[config.mk]
export PLATFORM = sky130hd
export DESIGN_NAME = axi_lite_master_if_flat
export DESIGN_NICKNAME = d
export VERILOG_FILES = /design/src/rtl/axi_lite_master_if_if.sv /design/src/rtl/axi_lite_master_if.sv /design/src/flat_wrapper.sv
export SDC_FILE = /design/constraint.sdc
export NUM_CORES = 1
export LEC_CHECK = 0
export ABC_AREA = 1
export BUFFER_PORTS_ARGS = -buffer_cell sky130_fd_sc_hd__buf_2
export CORE_MARGIN = 2
export CORE_UTILIZATION = 44
export DETAILED_ROUTE_END_ITERATION = 7
export PLACE_DENSITY = 0.87
export RECOVER_POWER = 50
export SLEW_MARGIN = 20
export SYNTH_ARGS = -nofsm -noshare
export SYNTH_HDL_FRONTEND = slang
export SYNTH_SLANG_ARGS = --single-unit
[constraint.sdc]
create_clock -name clk -period 1.4 [get_ports clk]
set_input_delay 0.28 -clock clk [delete_from_list [all_inputs] [get_ports clk]]
set_output_delay 0.28 -clock clk [all_outputs]
set_load 0.1 [all_outputs]
[src/rtl/axi_lite_master_if_if.sv]
// AXI4-Lite five-channel bus bundle shared by the master and the slave it talks to.
// The master modport drives addresses, data, valids and response readies.
interface axi_lite_master_if_if #(
    parameter int ADDR_WIDTH = 32,
    parameter int DATA_WIDTH = 32
);
    logic [ADDR_WIDTH-1:0]   awaddr;
    logic                    awvalid;
    logic                    awready;
    logic [DATA_WIDTH-1:0]   wdata;
    logic [DATA_WIDTH/8-1:0] wstrb;
    logic                    wvalid;
    logic                    wready;
    logic [1:0]              bresp;
    logic                    bvalid;
    logic                    bready;
    logic [ADDR_WIDTH-1:0]   araddr;
    logic                    arvalid;
    logic                    arready;
    logic [DATA_WIDTH-1:0]   rdata;
    logic [1:0]              rresp;
    logic                    rvalid;
    logic                    rready;

    modport master (
        output awaddr, awvalid, input awready,
        output wdata, wstrb, wvalid, input wready,
        input bresp, bvalid, output bready,
        output araddr, arvalid, input arready,
        input rdata, rresp, rvalid, output rready
    );

    modport slave (
        input awaddr, awvalid, output awready,
        input wdata, wstrb, wvalid, output wready,
        output bresp, bvalid, input bready,
        input araddr, arvalid, output arready,
        output rdata, rresp, rvalid, input rready
    );
endinterface

[src/rtl/axi_lite_master_if.sv]
// AXI4-Lite master: converts one write/read command into one bus transaction and returns
// the captured response on a valid/ready port. A sticky watchdog flags slow slaves.
module axi_lite_master_if #(
    parameter int DATA_WIDTH     = 32,
    parameter int ADDR_WIDTH     = 32,
    parameter int TIMEOUT_CYCLES = 256
) (
    input  logic                    clk,
    input  logic                    rst_n,
    input  logic                    cmd_valid,
    output logic                    cmd_ready,
    input  logic                    cmd_write,
    input  logic [ADDR_WIDTH-1:0]   cmd_addr,
    input  logic [DATA_WIDTH-1:0]   cmd_wdata,
    input  logic [DATA_WIDTH/8-1:0] cmd_wstrb,
    output logic                    rsp_valid,
    input  logic                    rsp_ready,
    output logic                    rsp_write,
    output logic [DATA_WIDTH-1:0]   rsp_rdata,
    output logic [1:0]              rsp_resp,
    output logic                    timeout,
    axi_lite_master_if_if.master    axi
);
    localparam int CNT_W = (TIMEOUT_CYCLES > 0) ? $clog2(TIMEOUT_CYCLES + 1) : 1;
    localparam logic [CNT_W-1:0] WD_LIMIT = CNT_W'(TIMEOUT_CYCLES);

    typedef enum logic [2:0] {IDLE, WR, WR_B, RD_AR, RD_R, RSP} state_t;

    state_t           state;
    logic             aw_done;
    logic             w_done;
    logic [CNT_W-1:0] wd_cnt;
    logic             aw_hs;
    logic             w_hs;
    logic             busy;

    assign cmd_ready = (state == IDLE);
    assign aw_hs     = axi.awvalid && axi.awready;
    assign w_hs      = axi.wvalid && axi.wready;
    assign busy      = (state == WR) || (state == WR_B) || (state == RD_AR) || (state == RD_R);

    always_ff @(posedge clk or negedge rst_n) begin
        if (!rst_n) begin
            state       <= IDLE;
            aw_done     <= 1'b0;
            w_done      <= 1'b0;
            wd_cnt      <= '0;
            timeout     <= 1'b0;
            axi.awaddr  <= '0;
            axi.awvalid <= 1'b0;
            axi.wdata   <= '0;
            axi.wstrb   <= '0;
            axi.wvalid  <= 1'b0;
            axi.bready  <= 1'b0;
            axi.araddr  <= '0;
            axi.arvalid <= 1'b0;
            axi.rready  <= 1'b0;
            rsp_valid   <= 1'b0;
            rsp_write   <= 1'b0;
            rsp_rdata   <= '0;
            rsp_resp    <= '0;
        end else begin
            case (state)
                IDLE: begin
                    if (cmd_valid) begin
                        wd_cnt  <= '0;
                        timeout <= 1'b0;
                        if (cmd_write) begin
                            axi.awaddr  <= cmd_addr;
                            axi.wdata   <= cmd_wdata;
                            axi.wstrb   <= cmd_wstrb;
                            axi.awvalid <= 1'b1;
                            axi.wvalid  <= 1'b1;
                            aw_done     <= 1'b0;
                            w_done      <= 1'b0;
                            state       <= WR;
                        end else begin
                            axi.araddr  <= cmd_addr;
                            axi.arvalid <= 1'b1;
                            state       <= RD_AR;
                        end
                    end
                end
                // AW and W complete independently; B is only awaited once both have gone
                WR: begin
                    if (aw_hs) begin
                        axi.awvalid <= 1'b0;
                        aw_done     <= 1'b1;
                    end
                    if (w_hs) begin
                        axi.wvalid <= 1'b0;
                        w_done     <= 1'b1;
                    end
                    if ((aw_done || aw_hs) && (w_done || w_hs)) begin
                        axi.bready <= 1'b1;
                        state      <= WR_B;
                    end
                end
                WR_B: begin
                    if (axi.bvalid) begin
                        axi.bready <= 1'b0;
                        rsp_write  <= 1'b1;
                        rsp_rdata  <= '0;
                        rsp_resp   <= axi.bresp;
                        rsp_valid  <= 1'b1;
                        state      <= RSP;
                    end
                end
                RD_AR: begin
                    if (axi.arready) begin
                        axi.arvalid <= 1'b0;
                        axi.rready  <= 1'b1;
                        state       <= RD_R;
                    end
                end
                RD_R: begin
                    if (axi.rvalid) begin
                        axi.rready <= 1'b0;
                        rsp_write  <= 1'b0;
                        rsp_rdata  <= axi.rdata;
                        rsp_resp   <= axi.rresp;
                        rsp_valid  <= 1'b1;
                        state      <= RSP;
                    end
                end
                RSP: begin
                    if (rsp_ready) begin
                        rsp_valid <= 1'b0;
                        state     <= IDLE;
                    end
                end
                default: state <= IDLE;
            endcase

            // Watchdog only reports; the transaction keeps waiting for the slave
            if (TIMEOUT_CYCLES != 0 && busy) begin
                if (wd_cnt != WD_LIMIT) begin
                    wd_cnt <= wd_cnt + 1'b1;
                end
                if (wd_cnt == WD_LIMIT - 1'b1) begin
                    timeout <= 1'b1;
                end
            end
        end
    end
endmodule

[src/flat_wrapper.sv]
// flat-port wrapper written by rule: the top's interface ports become plain ports
module axi_lite_master_if_flat 
#(
    parameter int DATA_WIDTH     = 32,
    parameter int ADDR_WIDTH     = 32,
    parameter int TIMEOUT_CYCLES = 256
)
  (clk, rst_n, cmd_valid, cmd_ready, cmd_write, cmd_addr, cmd_wdata, cmd_wstrb, rsp_valid, rsp_ready, rsp_write, rsp_rdata, rsp_resp, timeout, axi_awaddr, axi_awvalid, axi_awready, axi_wdata, axi_wstrb, axi_wvalid, axi_wready, axi_bresp, axi_bvalid, axi_bready, axi_araddr, axi_arvalid, axi_arready, axi_rdata, axi_rresp, axi_rvalid, axi_rready);
  axi_lite_master_if_if #(.ADDR_WIDTH(ADDR_WIDTH), .DATA_WIDTH(DATA_WIDTH)) axi_i ();
  input  logic clk;
  input  logic rst_n;
  input  logic cmd_valid;
  output logic cmd_ready;
  input  logic cmd_write;
  input  logic [ADDR_WIDTH-1:0] cmd_addr;
  input  logic [DATA_WIDTH-1:0] cmd_wdata;
  input  logic [DATA_WIDTH/8-1:0] cmd_wstrb;
  output logic rsp_valid;
  input  logic rsp_ready;
  output logic rsp_write;
  output logic [DATA_WIDTH-1:0] rsp_rdata;
  output logic [1:0] rsp_resp;
  output logic timeout;
  output wire logic [$bits(axi_i.awaddr)-1:0] axi_awaddr;
  output wire logic [$bits(axi_i.awvalid)-1:0] axi_awvalid;
  input wire logic [$bits(axi_i.awready)-1:0] axi_awready;
  output wire logic [$bits(axi_i.wdata)-1:0] axi_wdata;
  output wire logic [$bits(axi_i.wstrb)-1:0] axi_wstrb;
  output wire logic [$bits(axi_i.wvalid)-1:0] axi_wvalid;
  input wire logic [$bits(axi_i.wready)-1:0] axi_wready;
  input wire logic [$bits(axi_i.bresp)-1:0] axi_bresp;
  input wire logic [$bits(axi_i.bvalid)-1:0] axi_bvalid;
  output wire logic [$bits(axi_i.bready)-1:0] axi_bready;
  output wire logic [$bits(axi_i.araddr)-1:0] axi_araddr;
  output wire logic [$bits(axi_i.arvalid)-1:0] axi_arvalid;
  input wire logic [$bits(axi_i.arready)-1:0] axi_arready;
  input wire logic [$bits(axi_i.rdata)-1:0] axi_rdata;
  input wire logic [$bits(axi_i.rresp)-1:0] axi_rresp;
  input wire logic [$bits(axi_i.rvalid)-1:0] axi_rvalid;
  output wire logic [$bits(axi_i.rready)-1:0] axi_rready;
  assign axi_awaddr = axi_i.awaddr;
  assign axi_awvalid = axi_i.awvalid;
  assign axi_i.awready = axi_awready;
  assign axi_wdata = axi_i.wdata;
  assign axi_wstrb = axi_i.wstrb;
  assign axi_wvalid = axi_i.wvalid;
  assign axi_i.wready = axi_wready;
  assign axi_i.bresp = axi_bresp;
  assign axi_i.bvalid = axi_bvalid;
  assign axi_bready = axi_i.bready;
  assign axi_araddr = axi_i.araddr;
  assign axi_arvalid = axi_i.arvalid;
  assign axi_i.arready = axi_arready;
  assign axi_i.rdata = axi_rdata;
  assign axi_i.rresp = axi_rresp;
  assign axi_i.rvalid = axi_rvalid;
  assign axi_rready = axi_i.rready;
  axi_lite_master_if #(.DATA_WIDTH(DATA_WIDTH), .ADDR_WIDTH(ADDR_WIDTH), .TIMEOUT_CYCLES(TIMEOUT_CYCLES)) u_core (.clk(clk), .rst_n(rst_n), .cmd_valid(cmd_valid), .cmd_ready(cmd_ready), .cmd_write(cmd_write), .cmd_addr(cmd_addr), .cmd_wdata(cmd_wdata), .cmd_wstrb(cmd_wstrb), .rsp_valid(rsp_valid), .rsp_ready(rsp_ready), .rsp_write(rsp_write), .rsp_rdata(rsp_rdata), .rsp_resp(rsp_resp), .timeout(timeout), .axi(axi_i));
endmodule
; ---- Yosys cells after proc, flatten, opt, wreduce, memory -nomap -nowiden
; Index checks and enable logic that the tools add are counted.
[op_classes]
n_addsub = 1
n_eq_ne = 17
mux = 49
bitwise_logic = 1
n_reduce_logical = 25
[ops]
columns = cell, count
row1 = $mux 32, 2
row2 = $pmux 32 s2, 1
row3 = $mux 9, 4
row4 = $mux 1, 22
row5 = $mux 3, 6
row6 = $pmux 3 s6, 1
row7 = $pmux 1 s2, 8
row8 = $reduce_and 4->1, 4
row9 = $reduce_and 3->1, 5
row10 = $ne 2x2->1 const B, 7
row11 = $reduce_bool 2->1, 5
row12 = $add 9x1->9 const B, 1
row13 = $eq 9x8->1 const B, 1
row14 = $ne 9x9->1 const B, 1
row15 = $eq 3x2->1 const B, 2
row16 = $eq 3x3->1 const B, 2
row17 = $mux 2, 3
row18 = $ne 2x1->1 const B, 3
row19 = $reduce_and 6->1, 1
row20 = $logic_or 1x1->1, 5
row21 = $pmux 2 s2, 1
row22 = $eq 3x1->1 const B, 1
row23 = $logic_and 1x1->1, 3
row24 = $logic_not 3->1, 1
row25 = 3 further kinds, 3
[word_totals]
register_bits = 156
out_inout_bits = 143
elab_cells = 111

; ---- Longest topological paths before layout
; Gate-level depths: netlist of run 1.
[logic_depth]
depth_word = 5
ltp_mapped = 11
depth_no_buf = 8

; ---- Worst setup path before layout of run 1
; No wires, ideal clock.
[synth_timing]
kind = register to register
start = reg u_core.state[1]
end = reg u_core.timeout
setup_time_ns = 0.122
t_arrival_ns = 1.909
t_required_ns = 1.278
setup_slack_ns = -0.631
path_stages_with_launch = 6
period_less_slack_ns = 2.031
path_cell_list = dfrtp_1 > nor2_4 > nand2_2 > inv_1 > nand2_1 > a22o_1
[synth_rtl]
columns = element, line
row1 = "start, declared", axi_lite_master_if.sv:29  ; state_t state;
row2 = "start signal, assigned", axi_lite_master_if.sv:44  ; state <= IDLE;
row3 = "start signal, assigned", axi_lite_master_if.sv:76  ; state <= WR;
row4 = "start signal, assigned", axi_lite_master_if.sv:80  ; state <= RD_AR;
row5 = $logic_not 3->1 (*), --
row6 = named net cmd_ready, flat_wrapper.sv:13  ; output logic cmd_ready;
row7 = $mux 1 (*), axi_lite_master_if.sv:63  ; case (state)
row8 = $mux 1, axi_lite_master_if.sv:140  ; if (wd_cnt == WD_LIMIT - 1'b1) begin
row9 = $mux 1 (*), axi_lite_master_if.sv:136  ; if (TIMEOUT_CYCLES != 0 && busy) begin
row10 = "end signal, assigned", axi_lite_master_if.sv:48  ; timeout <= 1'b0;
row11 = "end signal, assigned", axi_lite_master_if.sv:67  ; timeout <= 1'b0;
row12 = "end signal, assigned", axi_lite_master_if.sv:141  ; timeout <= 1'b1;
row13 = "end, declared", axi_lite_master_if.sv:21  ; output logic timeout,
; The timed path passes the listed nets; every way through them passes the cells marked *.
; A chain may end at the register's enable or synchronous reset.

; ---- Final worst setup path of run 1
[layout_timing]
start = reg u_core.state[0]
end = reg u_core.axi.awaddr[25]
[layout_between]
elab_chain_cells = 2
[layout_lines]
columns = element, line
row1 = $logic_not 3->1, axi_lite_master_if.sv:63
row2 = $reduce_and 3->1 (no line), --
row3 = "end signal, assigned", axi_lite_master_if.sv:69  ; axi.awaddr <= cmd_addr;
row4 = "end, declared", axi_lite_master_if_if.sv:26  ; output awaddr, awvalid, input awready,
; No other way between the ends.

==> results_dict.tcl, run 1 <==
set metrics [dict create \
    grt_pass1_vias 6565 \
    clockBufferDepth 2 \
    setup_viol 165 \
    hold_viol_final 0 \
    clkLatencyLatePin_ns 0.43 \
    firstDrtPassIters 7 \
    finalWorstSetupSlack_ns -0.311 \
    worstHoldPathCells 3 \
    die_x_um 124 \
    vias 6612 \
    syn_area_um2 6340 \
    end_kind "flip-flop" \
    ff_latch_area_um2 3920 \
    drive_above_1_share_pct 50.2 \
    reg2reg_from "u_core.state[0]" \
    slew_viol_final 0 \
    cts_max_level 4 \
    multi_input_area_um2 2580 \
    row_count 43 \
    syn_avg_cell_area_um2 8.87 \
    hold_class "input port to flip-flop" \
    finalSetupTns_ns -32.92 \
    wl_per_cell_um 19.3 \
    vias_per_cell 5.28 \
    io_pins 257 \
    gp_congestion 0.863 \
    core_area_um2 14000 \
    yosysSeqAreaShare_pct 61.6 \
    worst-setup-path-type "flip-flop to flip-flop" \
    start_util_pct 45.3 \
    syn2layout_area_growth_pct 76.0 \
    dpl.hpwl_mm 11.7 \
    skew_ns 0.00976 \
    tightest_slew_ns 0.892 \
    cts_buffers 17 \
    min-delay-start "cmd_wdata[26]" \
    holdWs_ns 0.0573 \
    die_height_um 124 \
    grt_pass1_wl_mm 33.0 \
    cp.arrival_ns 2.06 \
    yosys_warnings 0 \
    syn_nets 832 \
    r2r_setup_slack_ns -0.31 \
    synth_seq_cells 156 \
    diodes 0 \
    final_util_pct 79.8 \
    synth_cell_types 24 \
    cts.root.buffer_cell "clkbuf_16" \
    grt.overflow.total 0 \
    final.period_utilization_pct 122 \
    grt_usage_pct 28.5 \
    whs_endpoint "u_core.axi.wdata[26]" \
    rsz0062_at_grt "true" \
    r2r_end "u_core.axi.awaddr[25]" \
    grt_max_degree 40 \
    wl_mm 24.2 \
    crit_required_ns 1.75 \
    cp-start-kind "flip-flop" \
    place_ws_ns -0.136 \
    port_buffers 256 \
    drv_cap 0 \
    num-fill-cells 754 \
    violations "setup timing" \
    postRouteAntennaNets 0 \
    final_nets 1176 \
    status "finished, violations left" \
    fmax_mhz 585 \
    startpoint "u_core.state[0]" \
    cp_max_fo 7 \
    cts_sinks 156 \
    clkTransAtPathRegs_ns 0.07 \
    drtIter0Drc 489 \
    dieArea_um2 15400 \
    finalCriticalPeriod_ns 1.71 \
    reg2reg_depth 10 \
    drc_errors 0 \
    slew_headroom_pct 40.5 \
    antenna_found_initial 0 \
    cts_tree "yes" \
    syn_inst 715 \
]
synth_stat cells:
cell type	instances	area, um^2
nor2_4	3	33.8
nor3_1	3	15.0
clkbuf_1	2	7.51
nand3_1	28	140
nand2_2	3	18.8
a21oi_1	5	25.0
o21ai_1	52	260
a21boi_0	1	7.51
nand3b_1	3	22.5
nand4_1	2	12.5
o21ai_0	18	90.1
ha_1	3	37.5
buf_6	8	90.1
xor2_1	2	17.5
inv_1	55	206
nor2_2	1	6.26
a22o_1	1	8.76
o21a_1	2	15.0
inv_2	4	15.0
nor2_1	7	26.3
dfrtp_1	156	3900
buf_4	7	52.6
buf_2	14	70.1
nand2_1	335	1260
cells in the final DEF, fill, tap and decap left out, types with 23 or more instances in the layout:
| cell | Yosys | routed |
|---|---|---|
| buf_12 | 0 | 30 |
| buf_2 | 14 | 112 |
| buf_4 | 7 | 129 |
| buf_6 | 8 | 48 |
| clkbuf_16 | 0 | 24 |
| dfrtp_1 | 156 | 149 |
| inv_1 | 55 | 48 |
| nand2_1 | 335 | 264 |
| nand2_2 | 3 | 50 |
| nand2_4 | 0 | 23 |
| o21ai_1 | 52 | 34 |
| o21ai_2 | 0 | 31 |
metrics by stage:
| stage | area (um^2) | cells |
|---|---|---|
| 6_report | 11200 | 1252 |
| 5_1_grt | 11200 | 1252 |
| 4_1_cts | 10400 | 1242 |
| 3_5_place_dp | 8330 | 1163 |
| 3_3_place_gp | 8330 | 1163 |
| 2_1_floorplan | 6380 | 715 |
sequential cells by signal (all words and copies together), names as in the netlist, 2 cells and up:
signal / count
u_core.state: 3
u_core.rsp_resp: 2
u_core.wd_cnt: 9
u_core.rsp_rdata: 32
u_core.axi.wstrb: 4
u_core.axi.wdata: 32
u_core.axi.araddr: 32
u_core.axi.awaddr: 32
worst max-delay path by stage:
stage                                       end  slack, ns  cells after the start
after global placement         u_core.wd_cnt[8]      -0.07                      8
final                     u_core.axi.awaddr[25]      -0.31                     10
after floorplan                u_core.wd_cnt[3]      -0.12                      7
after CTS                             cmd_ready      -0.31                      5
after global routing       u_core.axi.awaddr[0]      -0.35                     11
after detailed placement       u_core.wd_cnt[8]      -0.14                      8
logic make-up after synthesis:
logic type	count (synthesis)	synth area share, %
compound gates	79	6.41
xor+xnor	2	0.276
fa+ha+maj	3	0.592
buf+inv	90	6.97
flops	156	61.6
simple gates	385	24.2
critical path, cell delays in order (launching register included):
cell and delay (ns):
dfrtp_2 0.45, inv_6 0.11, nand2_4 0.06, buf_4 0.14
nor2_4 0.17, nor2_4 0.09, buf_6 0.13, nand2_8 0.07
bufbuf_16 0.27, nand2_1 0.06, o21ai_1 0.09
area by class of cell:
type,instances,area share [%]
tap,180,2.02
multi-input combinational,470,23.1
timing repair buffer,355,31.6
sequential,156,35.1
clock buffer,17,3.81
inverter,59,2.43
clock inverter,15,1.90
layer usage:
| metal | global-route usage, % | vias to the layer above | part of all wire, % |
|---|---|---|---|
| met3 | 7.74 | 67 | 8.1 |
| met1 | 33.1 | 3219 | 37 |
| met2 | 49.0 | 401 | 52 |
| li1 | - | 2925 | - |
| met4 | 13.3 | 0 | 3.3 |
| met5 | 0 | - | 0 |
repair_timing:
| item | CTS | global route |
|---|---|---|
| endpoints found under the hold margin | 25 | 0 |
| setup buffers | 23 | 6 |
| pin swaps | 19 | 32 |
| endpoints found under the setup margin | 245 | 194 |
| hold buffers | 1 | 0 |
| gates cloned | 23 | 7 |
| resized for setup | 234 | 175 |
Power of run 1 is left out: the tool's default activity adds up to more than one toggle a clock period on the data nets, which glitch-free logic cannot reach.
==> run 2, diff against run 1 <==
--- a/config.mk
+++ b/config.mk
@@ -7,10 +7,12 @@
 export LEC_CHECK = 0
 export ABC_AREA = 1
 export BUFFER_PORTS_ARGS = -buffer_cell sky130_fd_sc_hd__buf_2
+export CELL_PAD_IN_SITES_DETAIL_PLACEMENT = 1
+export CELL_PAD_IN_SITES_GLOBAL_PLACEMENT = 2
 export CORE_MARGIN = 2
-export CORE_UTILIZATION = 44
+export CORE_UTILIZATION = 24
 export DETAILED_ROUTE_END_ITERATION = 7
-export PLACE_DENSITY = 0.87
+export PLACE_DENSITY = 0.84
 export RECOVER_POWER = 50
 export SLEW_MARGIN = 20
 export SYNTH_ARGS = -nofsm -noshare
==> results_dict.tcl, run 2 (synthesis results as in run 1) <==
set metrics [dict create \
    postRouteAntennaNets 0 \
    wl_mm 25.5 \
    slew_viol_final 0 \
    r2r_setup_slack_ns -0.26 \
    skew_ns 0.0184 \
    slew_headroom_pct 66.3 \
    worstHoldPathCells 3 \
    worst-setup-path-type "flip-flop to output port" \
    row_count 59 \
    die_height_um 167 \
    drv_cap 0 \
    port_buffers 256 \
    whs_endpoint "u_core.axi.wdata[2]" \
    gp_congestion 0.756 \
    setup_viol 156 \
    min-delay-start "cmd_wdata[2]" \
    grt.overflow.total 0 \
    vias_per_cell 4.38 \
    hold_class "input port to flip-flop" \
    final.period_utilization_pct 122 \
    firstDrtPassIters 4 \
    vias 6255 \
    reg2reg_from "u_core.state[2]" \
    finalCriticalPeriod_ns 1.70 \
    crit_required_ns 1.12 \
    wl_per_cell_um 17.9 \
    cp-start-kind "flip-flop" \
    grt_pass1_wl_mm 35.9 \
    hold_viol_final 0 \
    core_area_um2 26000 \
    clkTransAtPathRegs_ns 0.07 \
    fmax_mhz 587 \
    rsz0062_at_grt "true" \
    cts_buffers 17 \
    drtIter0Drc 180 \
    layout_commonest_cell "nand2_1" \
    cts_tree "yes" \
    status "finished, violations left" \
    die_x_um 167 \
    cts_max_level 4 \
    final_util_pct 46.4 \
    drive_above_1_share_pct 57.2 \
    final_nets 1194 \
    clkLatencyLatePin_ns 0.43 \
    drc_errors 0 \
    r2r_end "u_core.axi.wdata[29]" \
    dieArea_um2 27700 \
    cp.arrival_ns 1.42 \
    grt_max_degree 59 \
    dpl.hpwl_mm 14.5 \
    tightest_slew_ns 0.506 \
    cts.root.buffer_cell "clkbuf_16" \
    io_pins 257 \
    grt_usage_pct 16.3 \
    clockBufferDepth 2 \
    final_cell_mix "nand2_1, dfrtp_1, buf_2" \
    start_util_pct 24.4 \
    end_kind "output port" \
    holdWs_ns 0.0454 \
    cts_sinks 156 \
    finalWorstSetupSlack_ns -0.303 \
    antenna_found_initial 2 \
    cp_max_fo 3 \
    violations "setup timing" \
    syn2layout_area_growth_pct 90.1 \
    reg2reg_depth 11 \
    grt_pass1_vias 6578 \
]
## run 2: cell types whose count changed in the layout (fill, tap and decap cells not counted), sizes merged
| cell | previous run | this run |
|---|---|---|
| clkbuf | 26 | 31 |
| bufinv | 4 | 1 |
| inv | 62 | 63 |
| diode | 0 | 3 |
| buf | 344 | 357 |
| clkinv | 3 | 4 |
| nand2 | 339 | 340 |
## run 2: layer usage
layer	track usage, %	wire length (um)
met4	3.56	457
met1	19.1	9940
met3	5.80	1560
met2	28.7	13600
met5	0	0
## run 2: area by class of cell
type / instances / area (um^2)
timing repair buffer: 372 / 3930
fill: 2844 / 13900
clock inverter: 14 / 135
antenna: 3 / 7.51
clock buffer: 18 / 429
multi-input combinational: 471 / 2930
tap: 335 / 419
inverter: 59 / 287
sequential: 156 / 3920
## run 2: how the worst max path moves through the flow
stage	start	to	slack [ns]	cells past startpoint
floorplan	u_core.state[0]	u_core.wd_cnt[3]	-0.12	7
global placement	u_core.wd_cnt[0]	u_core.wd_cnt[8]	-0.08	8
detailed placement	u_core.state[2]	u_core.axi.wdata[31]	-0.15	7
CTS	u_core.state[1]	cmd_ready	-0.33	5
global route	u_core.state[2]	cmd_ready	-0.38	5
finish	u_core.state[2]	cmd_ready	-0.30	5
## run 2: repair_timing
item | CTS | global route
endpoints found under the setup margin | 252 | 192
hold buffers | 1 | 0
endpoints found under the hold margin | 46 | 0
buffers inserted | 28 | 22
pin swaps | 11 | 41
resized for setup | 226 | 338
cloned | 14 | 17
## run 2: worst max-delay path: stages, from the launching register on
cell and delay [ns]:
dfrtp_1 0.42, nor2_4 0.16, nand2_4 0.06, buf_6 0.12, clkinvlp_4 0.08, buf_12 0.17
## run 2: through the flow
stage	setup TNS (ns)	cell area [um^2]	setup WS [ns]	instances
2_1_floorplan	-2.01	6380	-0.122	715
5_1_grt	-43.54	12000	-0.380	1426
3_5_place_dp	-7.82	8720	-0.146	1325
4_1_cts	-24.47	10600	-0.326	1400
6_report	-27.75	12100	-0.303	1428
3_3_place_gp	-3.99	8720	-0.0849	1325
Power of run 2 is left out for the same reason.
==> run 3, diff against run 2 <==
--- a/config.mk
+++ b/config.mk
@@ -14,6 +14,7 @@
 export DETAILED_ROUTE_END_ITERATION = 7
 export PLACE_DENSITY = 0.84
 export RECOVER_POWER = 50
+export REMOVE_ABC_BUFFERS = 1
 export SLEW_MARGIN = 20
 export SYNTH_ARGS = -nofsm -noshare
 export SYNTH_HDL_FRONTEND = slang
==> constraint.sdc (replaced) <==
create_clock -name clk -period 1.4 [get_ports clk]
set_input_delay 0.14 -clock clk [delete_from_list [all_inputs] [get_ports clk]]
set_output_delay 0.14 -clock clk [all_outputs]
set_load 0.1 [all_outputs]
==> results_dict.tcl, run 3 (synthesis results as in run 1) <==
set metrics [dict create \
    cts_tree "yes" \
    clkLatencyLatePin_ns 0.43 \
    hold_viol_final 0 \
    final_nets 1269 \
    cp_max_fo 10 \
    port_buffers 256 \
    reg2reg_from "u_core.state[2]" \
    wl_per_cell_um 17.0 \
    end_kind "flip-flop" \
    antenna_found_initial 1 \
    core_area_um2 26000 \
    clockBufferDepth 2 \
    violations "setup timing" \
    drtIter0Drc 240 \
    reg2reg_depth 8 \
    clkTransAtPathRegs_ns 0.07 \
    crit_required_ns 1.70 \
    dpl.hpwl_mm 14.7 \
    row_count 59 \
    die_x_um 167 \
    layout_commonest_cell "nand2_1" \
    rsz0062_at_grt "true" \
    final_cell_mix "nand2_1, buf_2, dfrtp_1" \
    grt_max_degree 41 \
    hold_class "input port to flip-flop" \
    die_height_um 167 \
    wl_mm 25.5 \
    firstDrtPassIters 4 \
    skew_ns 0.0103 \
    stdcell_count 1501 \
    dieArea_um2 27700 \
    io_pins 257 \
    finalSetupTns_ns -15.34 \
    vias_per_cell 4.38 \
    postRouteAntennaNets 0 \
    slew_viol_final 0 \
    cts_sinks 156 \
    syn2layout_area_growth_pct 79.2 \
    cts_max_level 4 \
    finalWorstSetupSlack_ns -0.179 \
    multi_input_area_um2 2500 \
    worst-setup-path-type "flip-flop to flip-flop" \
    drv_cap 0 \
    setup_viol 157 \
    status "finished, violations left" \
    grt.overflow.total 0 \
    gp_congestion 0.764 \
    place_ws_ns -0.160 \
    slew_headroom_pct 45.1 \
    cts_buffers 17 \
    cp-start-kind "flip-flop" \
    drive_above_1_share_pct 45.0 \
    drc_errors 0 \
    ff_latch_area_um2 3910 \
    startpoint "u_core.state[2]" \
    cts.root.buffer_cell "clkbuf_16" \
    vias 6573 \
    finalCriticalPeriod_ns 1.58 \
    grt_pass1_wl_mm 38.2 \
    holdWs_ns 0.0217 \
    dp.cells 1329 \
    grt_pass1_vias 7118 \
    grt_usage_pct 17.3 \
    min-delay-start "rsp_ready" \
    fmax_mhz 633 \
    final.period_utilization_pct 113 \
    cp.arrival_ns 1.88 \
    tightest_slew_ns 0.823 \
    worstHoldPathCells 4 \
    num-fill-cells 3017 \
    start_util_pct 24.4 \
]
==> run 3: cell count changes in the layout (fill, tap and decap cells not counted), sizes merged <==
cell / previous run / this run
nand2: 340 / 338
clkbuf: 31 / 96
diode: 3 / 1
inv: 63 / 67
clkinv: 4 / 3
bufbuf: 1 / 0
clkinvlp: 5 / 2
buf: 357 / 270
dlygate4sd3: 1 / 101
==> run 3: layout make-up <==
class	instances	share of cell area, %
multi-input cells	469	22.1
well taps	335	3.69
repair buffers	449	32.7
clock buffers	18	3.78
flip-flops and latches	156	34.4
inverters	59	2.10
clock inverters	14	1.32
diodes	1	0.0220
==> run 3: path summary, 6_finish.rpt <==
check                                             end  slack [ns]
min in group asynchronous       u_core.axi.araddr[25]        0.33
worst max-delay path            u_core.axi.araddr[11]       -0.18
worst max register to register  u_core.axi.araddr[11]       -0.18
worst min-delay path                 u_core.rsp_valid        0.02
max in group asynchronous       u_core.axi.awaddr[23]        0.12
worst min register to register   u_core.rsp_rdata[23]        0.47
==> run 3: per-layer routing <==
layer / GRT usage, % / vias up / wire length [um]
met2: 31.2 / 182 / 13600
met4: 6.75 / 0 / 784
met1: 19.9 / 3251 / 9890
li1: - / 3093 / -
met5: 0 / - / 0
met3: 3.85 / 47 / 1160
==> run 3: repair_timing <==
item | 4_1_cts | 5_1_grt
endpoints found under the hold margin | 287 | 0
resized for setup | 108 | 178
pin swaps | 13 | 13
hold buffers | 101 | 0
buffers inserted | 11 | 12
cloned | 9 | 8
endpoints found under the setup margin | 143 | 220
==> run 3: metrics by stage <==
step           area (um^2)  utilization [%]
2_1_floorplan         6120                -
3_3_place_gp          8370             32.2
3_5_place_dp          8370             32.2
4_1_cts              10600             40.7
5_1_grt              11400             43.7
6_report             11400             43.7
==> run 3: critical path, cell delays in order, from the launching register on <==
cell,delay [ns]
dfrtp_1,0.42
nor2_4,0.15
nand2_2,0.10
nor2_4,0.14
buf_6,0.14
nand2_8,0.14
clkbuf_16,0.22
nand2_1,0.07
o21ai_1,0.08
Power of run 3 is left out for the same reason.
